`config.mk`:
```
export PLATFORM = sky130hd
export DESIGN_NAME = calc_keypad_entry
export DESIGN_NICKNAME = d
export VERILOG_FILES = /design/src/rtl/calc_pkg.sv /design/src/rtl/key_debounce.sv /design/src/rtl/calc_keypad_entry.sv
export SDC_FILE = /design/constraint.sdc
export NUM_CORES = 1
export LEC_CHECK = 0
export CAP_MARGIN = 20
export CORE_ASPECT_RATIO = 0.5
export CORE_MARGIN = 4
export CORE_UTILIZATION = 37
export CTS_CLUSTER_DIAMETER = 30
export DETAILED_ROUTE_END_ITERATION = 16
export DONT_BUFFER_PORTS = 1
export GPL_ROUTABILITY_DRIVEN = 0
export SKIP_LAST_GASP = 1
export SYNTH_ARGS = -nofsm -noshare
export SYNTH_HDL_FRONTEND = slang
export SYNTH_SLANG_ARGS = --single-unit
```
`constraint.sdc`:
```
create_clock -name clk -period 20.2 [get_ports clk]
set_clock_uncertainty 0.15 [all_clocks]
set_input_delay 2.02 -clock clk [delete_from_list [all_inputs] [get_ports clk]]
set_output_delay 2.02 -clock clk [all_outputs]
set_load 0.1 [all_outputs]
```
`src/rtl/calc_pkg.sv`:
```
// Shared key codes, encodings and sign/magnitude helpers for the keypad calculator.
package calc_pkg;

  localparam int unsigned CODE_W = 5;
  localparam int unsigned DATA_W = 32;
  localparam int unsigned MAG_W  = 31;

  // Largest magnitude that can still take another digit without leaving 31 bits
  localparam logic [MAG_W-1:0] MAG_LIMIT = 31'd214748364;

  localparam logic [CODE_W-1:0] KEY_NONE = 5'd0;
  localparam logic [CODE_W-1:0] KEY_D0   = 5'd1;
  localparam logic [CODE_W-1:0] KEY_D9   = 5'd10;
  localparam logic [CODE_W-1:0] KEY_ADD  = 5'd11;
  localparam logic [CODE_W-1:0] KEY_SUB  = 5'd12;
  localparam logic [CODE_W-1:0] KEY_AND  = 5'd13;
  localparam logic [CODE_W-1:0] KEY_OR   = 5'd14;
  localparam logic [CODE_W-1:0] KEY_SIGN = 5'd15;
  localparam logic [CODE_W-1:0] KEY_EQ   = 5'd16;
  localparam logic [CODE_W-1:0] KEY_CLR  = 5'd17;

  typedef enum logic [1:0] {
    OP_ADD = 2'd0,
    OP_SUB = 2'd1,
    OP_AND = 2'd2,
    OP_OR  = 2'd3
  } op_e;

  typedef enum logic [1:0] {
    ENTER_A  = 2'd0,
    ENTER_B  = 2'd1,
    WAIT_RES = 2'd2,
    SHOW_RES = 2'd3
  } state_e;

  function automatic logic is_digit(input logic [CODE_W-1:0] key);
    return (key >= KEY_D0) && (key <= KEY_D9);
  endfunction

  function automatic logic is_op(input logic [CODE_W-1:0] key);
    return (key >= KEY_ADD) && (key <= KEY_OR);
  endfunction

  function automatic logic [DATA_W-1:0] to_twos(input logic sgn, input logic [MAG_W-1:0] mag);
    logic [DATA_W-1:0] ext;
    ext = {1'b0, mag};
    return sgn ? -ext : ext;
  endfunction

  // -2^31 has no 31-bit magnitude and folds to zero
  function automatic logic [MAG_W-1:0] abs_mag(input logic [DATA_W-1:0] value);
    logic [DATA_W-1:0] neg;
    neg = -value;
    return value[DATA_W-1] ? MAG_W'(neg) : MAG_W'(value);
  endfunction

endpackage

```
`src/rtl/key_debounce.sv`:
```
// Turns a held keypad code into exactly one key event per click.
module key_debounce
  import calc_pkg::*;
#(
  parameter int unsigned STABLE_CYCLES = 4
) (
  input  logic              clk,
  input  logic              reset,
  input  logic [CODE_W-1:0] code,
  output logic              key_valid_c,
  output logic [CODE_W-1:0] key_c
);

  localparam int unsigned CNT_W = (STABLE_CYCLES > 1) ? $clog2(STABLE_CYCLES) : 1;
  localparam logic [CNT_W-1:0] CNT_MAX = CNT_W'(STABLE_CYCLES - 1);

  logic [CODE_W-1:0] code_q;
  logic [CODE_W-1:0] last_q;
  logic [CNT_W-1:0]  cnt;
  logic [CNT_W-1:0]  cnt_n;
  logic              armed;

  // Count consecutive cycles of an unchanged nonzero code, saturating at the target
  always_comb begin
    cnt_n = '0;
    if ((code_q != '0) && (code_q == last_q)) begin
      cnt_n = (cnt == CNT_MAX) ? cnt : cnt + CNT_W'(1);
    end
  end

  assign key_valid_c = armed && (code_q != '0) && (cnt == CNT_MAX);
  assign key_c       = code_q;

  always_ff @(posedge clk) begin
    if (reset) begin
      code_q <= '0;
      last_q <= '0;
      cnt    <= '0;
      armed  <= 1'b1;
    end else begin
      code_q <= code;
      last_q <= code_q;
      cnt    <= cnt_n;
      // Disarm on fire; only a released keypad re-arms
      if (key_valid_c) begin
        armed <= 1'b0;
      end else if (code_q == '0) begin
        armed <= 1'b1;
      end
    end
  end

endmodule

```
`src/rtl/calc_keypad_entry.sv`:
```
// Operand-entry sequencer: debounced keys build two signed operands and drive the calculator handshake.
module calc_keypad_entry
  import calc_pkg::*;
#(
  parameter int unsigned STABLE_CYCLES = 4
) (
  input  logic              clk,
  input  logic              reset,
  input  logic [CODE_W-1:0] code,
  input  logic              done,
  input  logic [DATA_W-1:0] result,
  output logic [DATA_W-1:0] num_a,
  output logic [DATA_W-1:0] num_b,
  output logic [1:0]        op,
  output logic              go,
  output logic              busy,
  output logic              err,
  output logic [DATA_W-1:0] disp,
  output logic [1:0]        state
);

  logic              key_valid_c;
  logic [CODE_W-1:0] key_c;

  key_debounce #(
    .STABLE_CYCLES(STABLE_CYCLES)
  ) u_debounce (
    .clk        (clk),
    .reset      (reset),
    .code       (code),
    .key_valid_c(key_valid_c),
    .key_c      (key_c)
  );

  state_e            cur_st, nxt_st;
  logic [MAG_W-1:0]  mag_a, mag_a_n, mag_b, mag_b_n;
  logic              sgn_a, sgn_a_n, sgn_b, sgn_b_n;
  op_e               op_q, op_n;
  logic              err_n, go_n;
  logic [DATA_W-1:0] res_q, res_n;
  logic [DATA_W-1:0] disp_n;

  logic [MAG_W-1:0]  cur_mag, digit_mag, mag_shift;
  logic [3:0]        digit;
  logic              digit_ok;
  logic              key_digit, key_op, key_sign, key_eq, key_clr;

  // Decode the key event and prepare the decimal shift of the active operand
  always_comb begin
    key_digit = key_valid_c && is_digit(key_c);
    key_op    = key_valid_c && is_op(key_c);
    key_sign  = key_valid_c && (key_c == KEY_SIGN);
    key_eq    = key_valid_c && (key_c == KEY_EQ);
    key_clr   = key_valid_c && (key_c == KEY_CLR);
    digit     = 4'(key_c - KEY_D0);
    digit_mag = MAG_W'(digit);
    cur_mag   = (cur_st == ENTER_B) ? mag_b : mag_a;
    mag_shift = (cur_mag << 3) + (cur_mag << 1) + digit_mag;
    digit_ok  = !((cur_mag > MAG_LIMIT) || ((cur_mag == MAG_LIMIT) && (digit > 4'd7)));
  end

  always_comb begin
    nxt_st  = cur_st;
    mag_a_n = mag_a;
    mag_b_n = mag_b;
    sgn_a_n = sgn_a;
    sgn_b_n = sgn_b;
    op_n    = op_q;
    err_n   = err;
    go_n    = 1'b0;
    res_n   = res_q;
    disp_n  = '0;

    unique case (cur_st)
      ENTER_A: begin
        if (key_digit) begin
          if (digit_ok) mag_a_n = mag_shift;
          else          err_n   = 1'b1;
        end else if (key_sign) begin
          sgn_a_n = ~sgn_a;
        end else if (key_op) begin
          op_n    = op_e'(2'(key_c - KEY_ADD));
          mag_b_n = '0;
          sgn_b_n = 1'b0;
          nxt_st  = ENTER_B;
        end
      end
      ENTER_B: begin
        if (key_digit) begin
          if (digit_ok) mag_b_n = mag_shift;
          else          err_n   = 1'b1;
        end else if (key_sign) begin
          sgn_b_n = ~sgn_b;
        end else if (key_op) begin
          op_n = op_e'(2'(key_c - KEY_ADD));
        end else if (key_eq) begin
          go_n   = 1'b1;
          nxt_st = WAIT_RES;
        end
      end
      WAIT_RES: begin
        if (done) begin
          res_n  = result;
          nxt_st = SHOW_RES;
        end
      end
      SHOW_RES: begin
        if (key_digit) begin
          mag_a_n = digit_mag;
          sgn_a_n = 1'b0;
          mag_b_n = '0;
          sgn_b_n = 1'b0;
          nxt_st  = ENTER_A;
        end else if (key_op) begin
          // Chain the previous result into operand A
          mag_a_n = abs_mag(res_q);
          sgn_a_n = res_q[DATA_W-1];
          op_n    = op_e'(2'(key_c - KEY_ADD));
          mag_b_n = '0;
          sgn_b_n = 1'b0;
          nxt_st  = ENTER_B;
        end else if (key_sign) begin
          res_n = -res_q;
        end else if (key_eq) begin
          go_n   = 1'b1;
          nxt_st = WAIT_RES;
        end
      end
      default: nxt_st = ENTER_A;
    endcase

    // Clear overrides everything, including a coincident done
    if (key_clr) begin
      nxt_st  = ENTER_A;
      mag_a_n = '0;
      mag_b_n = '0;
      sgn_a_n = 1'b0;
      sgn_b_n = 1'b0;
      op_n    = OP_ADD;
      err_n   = 1'b0;
      go_n    = 1'b0;
      res_n   = res_q;
    end

    unique case (nxt_st)
      ENTER_B:  disp_n = to_twos(sgn_b_n, mag_b_n);
      SHOW_RES: disp_n = res_n;
      default:  disp_n = to_twos(sgn_a_n, mag_a_n);
    endcase
  end

  always_ff @(posedge clk) begin
    if (reset) begin
      cur_st <= ENTER_A;
      mag_a  <= '0;
      mag_b  <= '0;
      sgn_a  <= 1'b0;
      sgn_b  <= 1'b0;
      op_q   <= OP_ADD;
      err    <= 1'b0;
      go     <= 1'b0;
      busy   <= 1'b0;
      res_q  <= '0;
      num_a  <= '0;
      num_b  <= '0;
      disp   <= '0;
    end else begin
      cur_st <= nxt_st;
      mag_a  <= mag_a_n;
      mag_b  <= mag_b_n;
      sgn_a  <= sgn_a_n;
      sgn_b  <= sgn_b_n;
      op_q   <= op_n;
      err    <= err_n;
      go     <= go_n;
      busy   <= (nxt_st == WAIT_RES);
      res_q  <= res_n;
      num_a  <= to_twos(sgn_a_n, mag_a_n);
      num_b  <= to_twos(sgn_b_n, mag_b_n);
      disp   <= disp_n;
    end
  end

  assign op    = op_q;
  assign state = cur_st;

endmodule
```
; ---- After elaboration in Yosys (flattened, before gate mapping)
; Cells that the tools add are included.
[word_totals]
register_bits = 212
inputBits = 40
out_inout_bits = 103
elab_cells = 138
[op_classes]
addsub = 8
magnitude_cmp = 6
n_eq_ne = 15
muxes = 67
n_bitwise = 3
n_reduce_logical = 22
[op_table]
columns = cell, count
row1 = $mux 31, 14
row2 = $mux 32, 7
row3 = $pmux 32 s2, 2
row4 = $pmux 31 s3, 1
row5 = $neg 31->32, 2
row6 = $pmux 31 s2, 1
row7 = $mux 2, 16
row8 = $neg 32->32, 1
row9 = $add 31x31->31, 1
row10 = $add 31x4->31, 1
row11 = $eq 31x28->1 const B, 1
row12 = $gt 31x28->1 const B, 1
row13 = $mux 1, 21
row14 = $logic_and 1x1->1, 11
row15 = $eq 2x2->1 const B, 5
row16 = $eq 5x5->1 const B, 2
row17 = $le 5x4->1 const B, 2
row18 = $pmux 2 s4, 1
row19 = $ne 2x2->1 const B, 3
row20 = $reduce_or 2->1, 3
row21 = $eq 5x4->1 const B, 1
row22 = $eq 5x5->1, 1
row23 = $ge 5x1->1 const B, 1
row24 = $ge 5x4->1 const B, 1
row25 = 16 further kinds, 21

; ---- Depth between registers and ports, before layout
[logic_depth]
ltp_word = 12
depth_mapped = 26
mapped_depth_nobuf = 21

; ---- By module
; A second synthesis with hierarchy kept.
[hier_totals]
cells_unflattened = 1873
area_unflattened_um2 = 14561.5
[modules_own_cells]
columns = mod, instances, cells_per_inst, area_each_um2, seq_area_each_um2
row1 = calc_keypad_entry, 1, 1831, 14078.5, 3943.8
row2 = key_debounce, 1, 42, 483.0, 260.2

; ---- Worst setup path after synthesis
; OpenSTA, ideal clock, no wires.
[synth_path]
kind = register -> register
startpoint = register cur_st[0] (netlist: state[0])
endpoint = register disp[22]
setup_ns = 0.122
t_arrival_ns = 6.807
required_time_ns = 19.928
setup_slack_ns = 13.121
path_stages_with_launch = 23
n_path_buf = 4
period_less_slack_ns = 7.079
path_cell_list = dfxtp_1 > ha_1 > buf_2 > buf_2 > buf_1 > clkbuf_1 > mux2_2 > ha_1 > ha_1 > fa_1 > a21o_1 > a221oi_1 > o21ai_0 > a31oi_1 > xor2_1 > o311ai_1 > a211oi_2 > nand4b_4 > or3_4 > or2_1 > o21ai_2 > xnor2_1 > a221o_1
[synth_between]
elab_chain_len = 12
[synth_lines]
columns = item, line
row1 = start: declaration, calc_keypad_entry.sv:35  ; state_e cur_st, nxt_st;
row2 = start signal: assignment, calc_keypad_entry.sv:168  ; cur_st <= nxt_st;
row3 = branches (longest 11 deep; another with $neg 31->32), --
row4 = $pmux 32 s2 (*), calc_keypad_entry.sv:145  ; unique case (nxt_st)
row5 = end signal: assignment, calc_keypad_entry.sv:180  ; disp <= disp_n;
row6 = end: declaration, calc_keypad_entry.sv:18  ; output logic [DATA_W-1:0] disp,
; Every way passes the cells marked *.
; A chain may end at the register's enable or synchronous reset.

; ---- Worst setup path in the final report
[layout_path]
startpoint = register cur_st[0] (netlist: state[0])
endpoint = register disp[21]
; Same word-level chain as after synthesis.

==> results.cfg <==
[layout]
synthToLayoutAreaGrowth_pct = 11.8
regArea_sq_um = 4200
final_nets = 2010
antenna_cells = 0
post-route-util_pct = 42.0
nFillCells = 4061
multi_input_area_sq_um = 10300
final_layout_size_suffix_gt1_share_pct = 9.52

[timing]
finalSetupTns_ns = 0
rsz0062_at_grt = no
worst_slew_pin_slew_ns = 1.37
relSlewSlack_pct = 8.93
setup_viol = 0
hold_viol_final = 0
worst_slack_ns = 12.41
maxSlewViolCount = 0
min_period_over_period_pct = 38.6
period_minus_slack_ns = 7.79
max_freq_mhz = 128

[min_path]
hold_path.class = reg2reg
min_path_cells = 2

[setup_path]
cp_max_fo = 70
crit_path_start_kind = flop
arrival_ns = 8.07
cp-end-kind = flop
critPathRequiredTime_ns = 20.48
worstSetupPathType = reg2reg
r2r_cells = 19

[placed_design]
place_ws_ns = 12.62
port_buffers = 0
dp.final_hpwl_um = 44900

[job]
cap_violations = 0

[floorplanning]
rows = 52
initial_core_util_pct = 37.6
die_x_um = 295
pin_count = 143
die_h_um = 151
design.core.area_sq_um = 40500
fp.dieArea_sq_um = 44700

[synthesis]
synthCells = 1972
ys_seq_area_share_pct = 27.6
ys_ff_latch = 210
synth_area_sq_um = 15200
synth_edf_count = 0
synth_nets = 2083
synth_ff_type = dfxtp_1
synth.avg_cell_area_sq_um = 7.72
async_flop_share_pct = 0
ys_warn_count = 0
ys_types = 109

[global_routing]
grt_pass1_wl_um = 90200
grt_start_max_net_pins = 185
antenna_found_initial = 0
grt_pass1_vias = 13900
overflow = 0
track_usage_pct = 26.2

[clock_tree]
cts_resized = 0
root_buffer = clkbuf_16
cts.clk_slew.worst_paths_ns = 0.06
postCtsHoldBufs = 0
cts_made_buffers = 42
cts_buffer_depth = 3
cts_setup_buffers = 0
cts_tree = yes
worst_skew_pair.late_latency_ns = 0.56
h-tree-depth = 2
cts_sinks = 210

[pwr]
p_per_area_nw_per_um2 = 147
total_power_mw = 2.51
ir_drop_v = 0.000109
p_leak_nw = 6.57

[detailed_routing]
routed_wl_um = 61500
wl_per_cell_um = 24.9
drcViolationCount = 0
ant_nets = 0
vias = 15800
viasPerCell = 6.37
initialDrtViolationCount = 2453
dr.pass1.iters = 8

[outcome]
status = finished, final reports clean
-- flip-flops by register name (all words and copies together) (netlist names) --
name	flops
disp	32
num_a	32
busy	1
state	2
res_q	32
num_b	32
mag_b	30
u_debounce.cnt	2
u_debounce.key_c	5
sgn_a	1
sgn_b	1
go	1
op	2
u_debounce.armed	1
err	1
mag_a	30
u_debounce.last_q	5
-- layout make-up --
class                   instances  area share [%]
flip-flops and latches        210            24.7
inverters                      42           0.926
repair buffers                 27            1.18
clock buffers                  46            6.56
multi-input cells            1576            60.5
well taps                     540            3.97
clock inverters                31            2.22
-- stage by stage --
step	area (sq um)	instances	hold slack [ns]
6_report	17000	2472	0.345
3_5_place_dp	15500	2394	0.342
4_1_cts	17000	2471	0.351
3_3_place_gp	15500	2394	0.336
5_1_grt	17000	2472	0.407
2_1_floorplan	15200	1972	0.318
-- layout by cell type, fill, tap and decap left out, types with 18 or more instances in the layout --
cell type	n
clkbuf_16	43
dfxtp_1	210
ha_1	68
o32ai_1	18
nand4_1	21
and3_1	29
nor2b_1	50
xnor2_1	66
o21a_1	19
mux2i_1	28
inv_1	40
o31ai_1	24
xor2_1	55
mux2_2	22
nand3_1	46
nand2_1	165
a211oi_1	28
nor2_1	253
nor3_1	56
a21oi_1	108
a22oi_1	41
or3_1	20
o21ai_0	118
a31oi_1	29
buf_4	26
-- report_power, final --
group,internal (mW),switching [mW]
Sequential,0.455,0.230
Combinational,0.336,0.762
Clock,0.444,0.281
-- worst max-delay path, stage by stage (launching register included) --
cell and delay (ns):
dfxtp_1 1.03, ha_2 0.33, buf_4 0.58, mux2i_1 0.27
fa_1 0.58, inv_1 0.07, fa_1 0.46, a21o_1 0.21
a221oi_1 0.63, xnor2_1 0.30, nor3_1 0.12, a221o_1 0.31
a211oi_1 0.31, nor2_1 0.15, nor4b_1 0.41, nand4_1 0.36
nor3_1 0.61, nor2_1 0.13, xnor2_1 0.17, a2111oi_1 0.44
-- cell usage after synthesis (11+ instances only) --
master	number	area, sq um
a31oi_1	29	181
or3_1	20	125
o31ai_1	24	180
nor3_1	56	280
nor4_1	16	100
nand4_1	21	131
o32ai_1	18	158
dfxtp_1	210	4200
mux2_2	22	248
o211ai_1	17	128
o41ai_1	11	96.3
o21ai_0	119	596
buf_2	17	85.1
ha_1	69	863
nor2_1	253	950
o21a_1	19	143
and3_1	29	181
a22oi_1	41	308
or2_2	14	87.6
nand2_1	165	619
xor2_1	55	482
and2_1	15	93.8
a21o_1	13	97.6
inv_1	40	150
clkbuf_1	112	420
nand3_1	47	235
mux2i_1	28	280
a21oi_1	109	546
a211oi_1	28	210
nand2b_1	13	81.3
xnor2_1	66	578
nor2b_1	50	313
-- path summary, 6_finish.rpt --
path | from | end | slack [ns]
worst min register to register | u_debounce.cnt[1] | u_debounce.cnt[1] | 0.35
worst max-delay path | state[0] | disp[21] | 12.41
worst max register to register | state[0] | disp[21] | 12.41
worst min-delay path | u_debounce.cnt[1] | u_debounce.cnt[1] | 0.35
-- per-layer routing --
metal / vias to the layer above / share of wire (%) / global-route usage, %
met5: - / 0 / 0
met4: 0 / 2.1 / 5.91
met3: 97 / 13 / 6.86
met2: 1021 / 40 / 36.8
met1: 7537 / 45 / 39.6
li1: 7100 / - / -
-- logic make-up after synthesis --
| group | share of synthesized area (%) |
|---|---|
| flip-flops | 27.6 |
| AO/OA/AOI/OAI | 26.8 |
| adder cells (fa/ha/maj) | 5.93 |
| multiplexers | 3.54 |
| XOR/XNOR | 6.96 |
| AND/OR/NAND/NOR | 24.3 |
| buffers and inverters | 4.92 |
Power figures use the tool's default switching activity.
